[src/rtl/alu_pkg.sv]
`default_nettype none
// +----------------------------------------------------------------------+
// | alu_pkg                                                              |
// | Shared widths, opcodes, flag bit positions and sequencer state codes |
// | for the ALU issue arbiter.                                           |
// | Revision: 1.0                                                        |
// +----------------------------------------------------------------------+
package alu_pkg;

  localparam int DATA_W = 64;
  localparam int OP_W   = 8;

  localparam logic [7:0] OP_ADD    = 8'h01;
  localparam logic [7:0] OP_SUB    = 8'h02;
  localparam logic [7:0] OP_MUL    = 8'h03;
  localparam logic [7:0] OP_AND    = 8'h04;
  localparam logic [7:0] OP_OR     = 8'h05;
  localparam logic [7:0] OP_NOT    = 8'h06;
  localparam logic [7:0] OP_XOR    = 8'h07;
  localparam logic [7:0] OP_LSHIFT = 8'h08;
  localparam logic [7:0] OP_RSHIFT = 8'h09;

  // Bit positions inside the 4-bit response flag vector.
  localparam int FLAG_Z = 0;
  localparam int FLAG_N = 1;
  localparam int FLAG_V = 2;
  localparam int FLAG_C = 3;

  typedef enum logic [1:0] {
    S_IDLE = 2'd0,
    S_EXEC = 2'd1,
    S_RESP = 2'd2
  } state_e;

  // True for opcodes the ALU implements; anything else is answered with an error.
  function automatic logic op_is_legal(input logic [7:0] op);
    return op inside {OP_ADD, OP_SUB, OP_MUL, OP_AND, OP_OR,
                      OP_NOT, OP_XOR, OP_LSHIFT, OP_RSHIFT};
  endfunction

endpackage
`default_nettype wire

[src/rtl/rr_arbiter2.sv]
`default_nettype none
// +----------------------------------------------------------------------+
// | rr_arbiter2                                                          |
// | Two-way round-robin grant selection with a remembered last winner.  |
// | Revision: 1.0                                                        |
// +----------------------------------------------------------------------+
module rr_arbiter2 (
  input  logic       clk,
  input  logic       rst,
  input  logic [1:0] req_i,
  input  logic       accept_i,
  output logic       grant_id_o
);

  logic last_grant_q;

  // A lone requester wins outright; on contention the previous loser wins.
  always_comb begin
    grant_id_o = req_i[1];
    if (req_i == 2'b11) begin
      grant_id_o = ~last_grant_q;
    end
  end

  // Track the most recent winner; reset to 1 so requester 0 wins first contention.
  always_ff @(posedge clk) begin
    if (rst) begin
      last_grant_q <= 1'b1;
    end else if (accept_i) begin
      last_grant_q <= grant_id_o;
    end
  end

endmodule
`default_nettype wire

[src/rtl/alu_issue_arbiter.sv]
`default_nettype none
// +----------------------------------------------------------------------+
// | alu_issue_arbiter                                                    |
// | Arbitrates two requesters onto one combinational ALU, holds operands |
// | for a fixed execute time and returns the tagged result.              |
// | Revision: 1.0                                                        |
// +----------------------------------------------------------------------+
module alu_issue_arbiter #(
  parameter int DATA_W      = alu_pkg::DATA_W,
  parameter int OP_W        = alu_pkg::OP_W,
  parameter int EXEC_CYCLES = 1,
  parameter int MUL_CYCLES  = 3
) (
  input  logic              clk,
  input  logic              rst,
  input  logic              req0_valid,
  output logic              req0_ready,
  input  logic [OP_W-1:0]   req0_op,
  input  logic [DATA_W-1:0] req0_a,
  input  logic [DATA_W-1:0] req0_b,
  input  logic              req1_valid,
  output logic              req1_ready,
  input  logic [OP_W-1:0]   req1_op,
  input  logic [DATA_W-1:0] req1_a,
  input  logic [DATA_W-1:0] req1_b,
  output logic              rsp_valid,
  input  logic              rsp_ready,
  output logic              rsp_id,
  output logic [DATA_W-1:0] rsp_result,
  output logic [3:0]        rsp_flags,
  output logic              rsp_err,
  output logic [DATA_W-1:0] alu_a,
  output logic [DATA_W-1:0] alu_b,
  output logic [OP_W-1:0]   alu_operation,
  input  logic [DATA_W-1:0] alu_output,
  input  logic              zero_flag,
  input  logic              negative_flag,
  input  logic              overflow_flag,
  input  logic              carry_flag
);

  import alu_pkg::*;

  localparam int CNT_MAX = (MUL_CYCLES > EXEC_CYCLES) ? MUL_CYCLES : EXEC_CYCLES;
  localparam int CNT_W   = $clog2(CNT_MAX + 1);

  state_e             state_q;
  logic [CNT_W-1:0]   cnt_q;
  logic [OP_W-1:0]    op_q;
  logic [DATA_W-1:0]  a_q;
  logic [DATA_W-1:0]  b_q;
  logic               rsp_valid_q;
  logic               rsp_id_q;
  logic [DATA_W-1:0]  rsp_result_q;
  logic [3:0]         rsp_flags_q;
  logic               rsp_err_q;

  logic               grant_id;
  logic               is_idle;
  logic               accept;
  logic [OP_W-1:0]    op_d;
  logic [DATA_W-1:0]  a_d;
  logic [DATA_W-1:0]  b_d;
  logic [3:0]         flags_d;

  rr_arbiter2 u_rr (
    .clk        (clk),
    .rst        (rst),
    .req_i      ({req1_valid, req0_valid}),
    .accept_i   (accept),
    .grant_id_o (grant_id)
  );

  assign is_idle    = (state_q == S_IDLE);
  assign req0_ready = is_idle && req0_valid && !grant_id;
  assign req1_ready = is_idle && req1_valid && grant_id;
  assign accept     = req0_ready || req1_ready;

  // Operands of the granted requester and the ALU flags packed into response order.
  always_comb begin
    op_d            = grant_id ? req1_op : req0_op;
    a_d             = grant_id ? req1_a  : req0_a;
    b_d             = grant_id ? req1_b  : req0_b;
    flags_d         = '0;
    flags_d[FLAG_Z] = zero_flag;
    flags_d[FLAG_N] = negative_flag;
    flags_d[FLAG_V] = overflow_flag;
    flags_d[FLAG_C] = carry_flag;
  end

  // Sequencer: accept one request, hold it on the ALU for the execute time, then respond.
  always_ff @(posedge clk) begin
    if (rst) begin
      state_q      <= S_IDLE;
      cnt_q        <= '0;
      op_q         <= '0;
      a_q          <= '0;
      b_q          <= '0;
      rsp_valid_q  <= 1'b0;
      rsp_id_q     <= 1'b0;
      rsp_result_q <= '0;
      rsp_flags_q  <= '0;
      rsp_err_q    <= 1'b0;
    end else begin
      unique case (state_q)
        S_IDLE: begin
          if (accept) begin
            op_q     <= op_d;
            a_q      <= a_d;
            b_q      <= b_d;
            rsp_id_q <= grant_id;
            if (op_is_legal(op_d)) begin
              cnt_q   <= (op_d == OP_MUL) ? CNT_W'(MUL_CYCLES) : CNT_W'(EXEC_CYCLES);
              state_q <= S_EXEC;
            end else begin
              // Illegal opcodes skip the ALU entirely and answer with an error.
              rsp_err_q    <= 1'b1;
              rsp_result_q <= '0;
              rsp_flags_q  <= '0;
              rsp_valid_q  <= 1'b1;
              state_q      <= S_RESP;
            end
          end
        end
        S_EXEC: begin
          cnt_q <= cnt_q - CNT_W'(1);
          if (cnt_q == CNT_W'(1)) begin
            rsp_result_q <= alu_output;
            rsp_flags_q  <= flags_d;
            rsp_err_q    <= 1'b0;
            rsp_valid_q  <= 1'b1;
            state_q      <= S_RESP;
          end
        end
        S_RESP: begin
          if (rsp_ready) begin
            rsp_valid_q <= 1'b0;
            state_q     <= S_IDLE;
          end
        end
        default: state_q <= S_IDLE;
      endcase
    end
  end

  assign alu_a         = a_q;
  assign alu_b         = b_q;
  assign alu_operation = op_q;
  assign rsp_valid     = rsp_valid_q;
  assign rsp_id        = rsp_id_q;
  assign rsp_result    = rsp_result_q;
  assign rsp_flags     = rsp_flags_q;
  assign rsp_err       = rsp_err_q;

endmodule
`default_nettype wire

[config.mk]
export PLATFORM = sky130hd
export DESIGN_NAME = alu_issue_arbiter
export DESIGN_NICKNAME = d
export VERILOG_FILES = /design/src/rtl/alu_pkg.sv /design/src/rtl/rr_arbiter2.sv /design/src/rtl/alu_issue_arbiter.sv
export SDC_FILE = /design/constraint.sdc
export NUM_CORES = 1
export LEC_CHECK = 0
export BUFFER_PORTS_ARGS = -buffer_cell sky130_fd_sc_hd__buf_2
export CAP_MARGIN = 15
export CORE_AREA = 2 2 218 220
export DETAILED_ROUTE_END_ITERATION = 8
export DIE_AREA = 0 0 220 222
export GPL_ROUTABILITY_DRIVEN = 0
export PLACE_DENSITY_LB_ADDON = 0.15
export SETUP_SLACK_MARGIN = 0.5
export SYNTH_ARGS = -nofsm -noshare
export SYNTH_HDL_FRONTEND = slang
export SYNTH_SLANG_ARGS = --single-unit
[constraint.sdc]
create_clock -name clk -period 2 [get_ports clk]
set_input_delay 0 -clock clk [delete_from_list [all_inputs] [get_ports clk]]
set_output_delay 0 -clock clk [all_outputs]
set_load 0.05 [all_outputs]
==> reports/metrics.cfg <==
[run_status]
status=finished clean

[critical_path]
worstPathBufferInverterCount=2
slowest_delay_ns=0.35
worstSetupEndpointType=flop
worstPathRequired_ns=2.48
cp-start-kind=flop
cp_top_family=compound AO/OA/AOI/OAI gates
crit_path_top_delay_cell=dfxtp_4
arrival_ns=2.28
crit_type=flop to flop
cp.depth=7
cp_max_fo=6
crit_chain=a21bo_4 -> nand4_1 -> a32oi_4 -> buf_8 -> clkbuf_16 -> or2_4 -> a211oi_2
r2r_cells=7

[timing]
min_period_ns=1.798
fin_ws_ns=0.2024
final-hold-violation-count=0
tns_ns=0
tightest_slew_ns=0.5047
fin_worst_skew_ns=0.007066
slew_headroom_pct=66.36
setup_viol_count_final=0
finalCritPeriodShare_pct=89.88
max_freq_mhz=556.3
rsz0062_at_grt=true
finalMaxSlewViolations=0
whs_ns=0.1774

[clock_tree]
max-clock-path-buffers=3
clock_latency_ns=0.55
cts.sinks=212
h-tree-depth=1
cts.clk_slew.worst_paths_ns=0.06
numCtsBuffers=28
cts_tree=built
cts-root-buf=clkbuf_16

[pwr]
internal-power_uw=10010
netSwitchingPower_uw=5665
p_per_area_nw_per_um2=794.4
p_leak_uw=0.009045
report.power.total_uw=15680
peakVddDrop_v=0.0005513
pwr-share-seq_pct=30.7
swShare_pct=36.13
clkPwrFrac_pct=32.6
power_frac_comb_pct=36.7

[yosys]
ys_warn_count=0
yosys-top-cells-count=344 x nand2_1, 212 x dfxtp_1, 141 x nor2_1
ys_seq_area_share_pct=49.14
syn_inst=1115
synth.avg_cell_area_um2=7.746
async_flop_share_pct=0
synth-seq-cells=212
synth_enable_flop_cells=0
syn-num-nets=1461
synthesis.area_um2=8637
synth.top_cell.area_share_pct=49.14
yosys.area.top_type=dfxtp_1
synth_flop_cell=dfxtp_1
synth_most_common_cell=nand2_1
synth_cell_type_count=35
synth.area.top_cells=dfxtp_1 49%, nand2_1 15%, a311oi_1 14%

[floorplan]
io_pins=554
die_h_um=222
coreArea_um2=46260
dieArea_um2=48840
die_w_um=220
rows=79
start_util_pct=18.67

[route]
drt_iter0_markers=620
vias_per_cell=4.570
dr.pass1.iters=5
vias=12283
routed_wl_um=54730
drc=0
wl_per_cell_um=20.36
ant_nets=0

[global_route]
antenna_found_initial=8
grt_pass1_wl_um=70160
grt_pass1_vias=12038
grt_usage_pct=18.40
grt-ovfl-total=0
grt_max_degree=70

[cells_and_area]
utilization_pct=42.66
nets=2403
area_growth_pct=128.5
drive_gt1_share_pct=44.23

[min_path]
holdCritPathClass=input pin to flop
hold_depth=5

[placement]
dp.final_hpwl_um=27070
dp_slack_ns=0.1552
port_buffers=553

[job]
max-cap-violations=0

-- path summary, 6_finish.rpt --
path	endpoint	start	slack, ns
hold reg to reg	rsp_result[53]$_SDFFE_PP0P_	rsp_result[53]$_SDFFE_PP0P_	0.46
setup / recovery	rsp_err$_SDFFE_PP0P_	u_rr.last_grant_q$_SDFFE_PP1P_	0.20
hold / removal	cnt_q[1]$_SDFFE_PP0P_	req1_op[3]	0.18
setup reg to reg	rsp_err$_SDFFE_PP0P_	u_rr.last_grant_q$_SDFFE_PP1P_	0.20
-- final cells by class --
type                       instances  area [µm²]
antenna                            3       7.507
multi-input combinational        792        5150
tap                              607       759.5
clock buffer                      45       895.9
sequential                       212        4250
timing repair buffer            1019        8620
clock inverter                     6       36.28
inverter                           4       15.01
fill                            4539       26530
-- tightest hold or removal path, delay by kind of cell --
kind | cells | cell delay (ns)
AOI/OAI and AO/OA | 2 | 0.43
buffers and inverters | 1 | 0.12
and+or+nand+nor | 2 | 0.13
-- registers in the layout, indices dropped and copies added (netlist names) --
register and flops:
state_q 2, rsp_id 1, cnt_q 2, rsp_flags 4
alu_operation 8, rsp_err 1, rsp_valid 1, alu_b 64
rsp_result 64, alu_a 64, u_rr.last_grant_q 1
-- per-layer routing --
layer  track usage [%]  share of wire (%)
met2             32.45                 49
met5                 0              0.079
met4             4.850                3.0
met1             22.01                 41
met3             4.609                6.7
-- stage by stage --
step                      cell area [µm²]  std cells
after detailed placement            12090       2189
after floorplan                      8675       1115
after global placement              12090       2189
after CTS                           17530       2630
final                               19730       2688
after global routing                19730       2687
-- kinds of logic (layout without fill, tap and decap cells) --
group / count (synthesis) / in the layout / synth area share, %
simple gates: 503 / 503 / 22.47
compound gates: 288 / 288 / 23.14
flops: 212 / 212 / 49.14
buf+inv: 111 / 1074 / 5.114
fa+ha+maj: 1 / 1 / 0.1448
other cells: 0 / 3 / 0
-- cell usage in the layout, fill, tap and decap left out, types with 6 or more instances in the layout --
| master | netlist | final |
|---|---|---|
| nor2_1 | 141 | 127 |
| buf_2 | 10 | 550 |
| buf_16 | 0 | 27 |
| nand2_2 | 0 | 19 |
| clkbuf_16 | 0 | 59 |
| o21ai_1 | 1 | 6 |
| nand2_4 | 0 | 62 |
| o21ai_0 | 69 | 60 |
| clkbuf_8 | 0 | 11 |
| a21oi_1 | 72 | 70 |
| a311oi_1 | 136 | 56 |
| buf_6 | 1 | 21 |
| dlygate4sd3_1 | 0 | 344 |
| buf_8 | 0 | 12 |
| dfxtp_1 | 212 | 209 |
| nor2_4 | 0 | 8 |
| nor2_2 | 0 | 6 |
| nand2_1 | 344 | 263 |
| a311oi_2 | 0 | 80 |
| buf_4 | 1 | 16 |
| buf_12 | 0 | 18 |
-- power by group through the flow --
stage,Combinational [µW],Sequential [µW],Clock [µW]
final,5760,4810,5110
after CTS,4610,4790,5250
after global routing,6040,4840,5400
after floorplan,1050,6110,0
after global placement,3430,4860,0
after detailed placement,3430,4880,0
-- timing repair --
action	CTS	global route
resized for setup	50	301
setup endpoints to repair	211	212
hold endpoints to repair	212	2
hold buffers	343	1
setup buffers	26	15
gates cloned	21	39
pin swaps	12	213
Power figures use the tool's default switching activity.
